**src/rtl/multi_ch_timer.sv**
```systemverilog
// Multi-channel programmable interval timer: one shared prescaler produces a
// base tick, and NUM_CH independent down-counters count it in one-shot or periodic mode.
module multi_ch_timer #(
  parameter int unsigned NUM_CH   = 4,
  parameter int unsigned CNT_W    = 32,
  parameter int unsigned PRESCALE = 50000,
  parameter int unsigned PRE_W    = 32
) (
  input  logic                    clk,
  input  logic                    reset_n,
  input  logic [NUM_CH-1:0]       start,
  input  logic [NUM_CH-1:0]       stop,
  input  logic [NUM_CH-1:0]       periodic,
  input  logic [NUM_CH*CNT_W-1:0] load_val,
  output logic                    tick,
  output logic [NUM_CH-1:0]       timeout,
  output logic [NUM_CH-1:0]       running,
  output logic [NUM_CH*CNT_W-1:0] count
);

  localparam logic [PRE_W-1:0] PRE_LAST = PRE_W'(PRESCALE - 1);

  typedef enum logic {IDLE = 1'b0, RUN = 1'b1} state_t;

  logic [PRE_W-1:0] pre_cnt;

  // Free-running prescaler; tick follows the cycle where the counter holds its last value
  always_ff @(posedge clk or negedge reset_n) begin
    if (!reset_n) begin
      pre_cnt <= '0;
      tick    <= 1'b0;
    end else begin
      tick    <= (pre_cnt == PRE_LAST);
      pre_cnt <= (pre_cnt == PRE_LAST) ? '0 : pre_cnt + PRE_W'(1);
    end
  end

  for (genvar i = 0; i < NUM_CH; i++) begin : g_ch
    state_t           state_q, state_d;
    logic [CNT_W-1:0] cnt_q, cnt_d;
    logic [CNT_W-1:0] rel_q, rel_d;
    logic [CNT_W-1:0] load_eff;
    logic             mode_q, mode_d;
    logic             to_q, to_d;
    logic             run_q;

    // A zero interval is treated as one tick
    assign load_eff = (load_val[i*CNT_W +: CNT_W] == '0) ? CNT_W'(1)
                                                         : load_val[i*CNT_W +: CNT_W];

    always_ff @(posedge clk or negedge reset_n) begin
      if (!reset_n) begin
        state_q <= IDLE;
        cnt_q   <= '0;
        rel_q   <= '0;
        mode_q  <= 1'b0;
        to_q    <= 1'b0;
        run_q   <= 1'b0;
      end else begin
        state_q <= state_d;
        cnt_q   <= cnt_d;
        rel_q   <= rel_d;
        mode_q  <= mode_d;
        to_q    <= to_d;
        run_q   <= (state_d == RUN);
      end
    end

    // Priority: stop, then start, then the base tick
    always_comb begin
      state_d = state_q;
      cnt_d   = cnt_q;
      rel_d   = rel_q;
      mode_d  = mode_q;
      to_d    = 1'b0;
      if (stop[i]) begin
        state_d = IDLE;
        cnt_d   = '0;
      end else if (start[i]) begin
        state_d = RUN;
        cnt_d   = load_eff;
        rel_d   = load_eff;
        mode_d  = periodic[i];
      end else begin
        case (state_q)
          RUN: begin
            if (tick) begin
              if (cnt_q > CNT_W'(1)) begin
                cnt_d = cnt_q - CNT_W'(1);
              end else begin
                to_d = 1'b1;
                if (mode_q) begin
                  cnt_d = rel_q;
                end else begin
                  cnt_d   = '0;
                  state_d = IDLE;
                end
              end
            end
          end
          default: cnt_d = '0;
        endcase
      end
    end

    assign timeout[i]               = to_q;
    assign running[i]               = run_q;
    assign count[i*CNT_W +: CNT_W]  = cnt_q;
  end

endmodule

```
**config.mk**
```make
export PLATFORM = sky130hd
export DESIGN_NAME = multi_ch_timer
export DESIGN_NICKNAME = d
export VERILOG_FILES = /design/src/rtl/multi_ch_timer.sv
export SDC_FILE = /design/constraint.sdc
export NUM_CORES = 1
export LEC_CHECK = 0
export BUFFER_PORTS_ARGS = -buffer_cell sky130_fd_sc_hd__buf_2
export CORE_ASPECT_RATIO = 0.6
export CORE_UTILIZATION = 62
export CTS_CLUSTER_SIZE = 30
export DETAILED_ROUTE_END_ITERATION = 8
export GPL_TIMING_DRIVEN = 0
export PLACE_DENSITY = 0.87
export SLEW_MARGIN = 20
export SYNTH_ARGS = -nofsm -noshare
export SYNTH_HDL_FRONTEND = slang
export SYNTH_SLANG_ARGS = --single-unit
export TNS_END_PERCENT = 30
```
**constraint.sdc**
```tcl
create_clock -name clk -period 7.2 [get_ports clk]
set_input_delay 1.08 -clock clk [delete_from_list [all_inputs] [get_ports clk]]
set_output_delay 1.08 -clock clk [all_outputs]
set_load 0.01 [all_outputs]
```
==> results.cfg <==
[timing]
maxSlewViolCount = 0
rsz0062_at_grt = no
relSlewSlack_pct = 24.6
finClkSkew_ns = 0.0292
worst_slack_ns = 3.26
final.period_utilization_pct = 54.8
fmax_mhz = 254
setup-violations-final = 0
period_needed_ns = 3.94
tightest_slew_ns = 1.13
hold_viol_final = 0

[cts]
cts-root-buf = clkbuf_16
cts_tree = built
worstSkewPairLatency_ns = 0.58
clk_pin_slew_ns = 0.07
postCtsResizedCells = 0
cts_hold_buf = 0
numCtsBuffers = 29
post_cts_buffers = 0
htreeDepth = 1
clock_sinks = 301
cts_buffer_depth = 3

[place]
gp_congestion = 0.983
pre_cts_ws_ns = 3.62
portBuffers = 278
place_hpwl_mm = 44.1

[power]
p_sw_share_pct = 30.6
p_sw_mw = 1.39
clockPowerShare_pct = 39.1
p_leak_nw = 9.61
p_int_mw = 3.14
p_per_area_mw_per_mm2 = 229
seqPwrFrac_pct = 43.0
max-vdd-ir-drop_v = 0.000200
p_total_mw = 4.53
power_frac_comb_pct = 17.8

[yosys]
synth_edf_count = 0
yosys_warnings = 0
ys.flop_type = dfrtp_1
async_flop_share_pct = 100
yosys.area.top_type = dfrtp_1
syn-num-nets = 2177
ys_ff_latch = 301
yosysSeqAreaShare_pct = 44.9
synth_top_cell_area_share_pct = 44.9
syn-instance-count = 2026
ys_types = 79
postSynthAreaPerCell_um2 = 8.28
netlist_area_mm2 = 0.0168
synthTopCellsByArea = dfrtp_1 (45%), nand2_1 (12%), xnor2_1 (3.3%), a31oi_1 (3.2%), nor2_1 (2.9%)

[floorplan]
die_w_um = 214
start_util_pct = 63.4
chipHeight_um = 129
core-area_mm2 = 0.0265
ios = 279
rows = 46
die-area_mm2 = 0.0277

[grt]
grt_pass1_vias = 17100
grt_start_max_net_pins = 103
gr-total-overflow = 0
grt_usage_pct = 44.0
grt_pass1_wl_mm = 95.2
antenna_found_initial = 0

[setup_path]
timing.rr.start = tick
arrival_ns = 4.42
worst_setup_path_end_kind = register
critPathMaxFanout = 10
startpoint = tick
required_ns = 7.67
crit_path_start_kind = register
path_class = reg2reg

[route]
avgViaCountPerCell = 6.78
drc_errors = 0
ant_nets = 0
vias = 18400
dr.pass1.iters = 6
drt-wirelength-per-cell_um = 23.0
routed_wl_mm = 62.5
drt_iter0_drc = 2678

[cells_and_area]
fin_nets = 2489
drive_above_1_share_pct = 16.3
syn_to_final_growth_pct = 18.0
final_cell_mix = nand2_1 (551), dfrtp_1 (301), buf_2 (287), nor2_1 (130), clkbuf_1 (101)
layout_commonest_cell = nand2_1
antenna_cells = 0

[status]
run_status = finished, final reports clean

[hold_path]
worst_hold_path_type = in2async

[flow_run]
drv_cap = 0
path summary, 6_finish.rpt:
kind	end	slack (ns)	depth (start not counted)
worst min-delay path	g_ch[3].cnt_q[24]	0.40	1
max in group asynchronous	g_ch[1].rel_q[28]	5.97	2
worst min register to register	g_ch[0].rel_q[8]	0.48	2
min in group clk	g_ch[0].rel_q[8]	0.48	2
worst max-delay path	g_ch[3].cnt_q[14]	3.26	6
worst max register to register	g_ch[3].cnt_q[14]	3.26	6
final cells by class:
cell class	instances	area, um2
multi-input cells	1578	8640
flip-flops and latches	301	7530
fillers	2004	6680
repair buffers	281	1480
clock buffers	35	788
plain buffers	128	534
well taps	360	450
clock inverters	19	293
inverters	19	71.3
stage by stage:
step           instance area, um2  hold slack, ns  utilization (%)  setup TNS [ns]  instances
2_1_floorplan               16800           0.438                -               0       2026
3_5_place_dp                18700           0.463             70.7               0       2667
4_1_cts                     19800           0.396             74.7               0       2721
3_3_place_gp                18600           0.454             70.3         -178.67       2664
5_1_grt                     19800           0.408             74.8               0       2721
6_report                    19800           0.402             74.8               0       2721
routing by layer:
metal  vias to the layer above  track usage, %  share of wire [%]
li1                       7870               -                  -
met4                         0            15.0                3.2
met3                       196            12.6                 15
met1                      8823            63.9                 40
met2                      1552            63.4                 42
met5                         -               0                  0
registers in the layout (all words and copies together) (netlist names):
name and cells:
g_ch.run_q 4, pre_cnt 32, g_ch.rel_q 128, g_ch.to_q 4, g_ch.mode_q 4, tick 1
g_ch.cnt_q 128
cells by family (layout without fill, tap and decap cells):
family | count (synthesis) | in the layout | share of synthesized area [%]
flip-flops | 301 | 301 | 44.9
XOR/XNOR | 101 | 101 | 5.27
adder cells (fa/ha/maj) | 9 | 9 | 0.671
AND/OR/NAND/NOR | 1061 | 1061 | 29.5
AO/OA/AOI/OAI | 405 | 405 | 15.9
multiplexers | 2 | 2 | 0.127
buffers and inverters | 147 | 482 | 3.61
synth_stat cells, types with 10 or more instances:
| master | number |
|---|---|
| xnor2_1 | 63 |
| nand4_1 | 37 |
| o21ai_0 | 84 |
| a31oi_1 | 85 |
| o31ai_1 | 16 |
| nand2b_1 | 15 |
| nor2_1 | 130 |
| dfrtp_1 | 301 |
| o211ai_1 | 24 |
| nand3_1 | 70 |
| and3_1 | 18 |
| a21oi_1 | 72 |
| or2_2 | 10 |
| xor2_1 | 38 |
| nand2_1 | 551 |
| nor4_1 | 71 |
| buf_2 | 10 |
| and2_1 | 15 |
| nor3_1 | 54 |
| a221o_1 | 11 |
| or3_1 | 26 |
| a22oi_1 | 22 |
| clkbuf_1 | 99 |
| or4_1 | 13 |
| inv_1 | 19 |
worst max-delay path: stages, from the launching register on:
cell and delay, ns:
dfrtp_1 0.39, clkbuf_1 0.62, clkbuf_1 0.91, clkbuf_1 0.81
clkbuf_1 0.69, o21ai_0 0.21, a22oi_1 0.20
power groups by stage:
stage | Combinational, mW | Clock, mW | Sequential, mW
6_report | 0.808 | 1.77 | 1.95
5_1_grt | 0.873 | 1.83 | 1.96
4_1_cts | 0.782 | 1.76 | 1.94
3_5_place_dp | 0.773 | 0 | 1.97
3_3_place_gp | 0.744 | 0 | 1.96
2_1_floorplan | 0.462 | 0 | 1.96
Note: power is estimated with default switching activity, not from simulation.
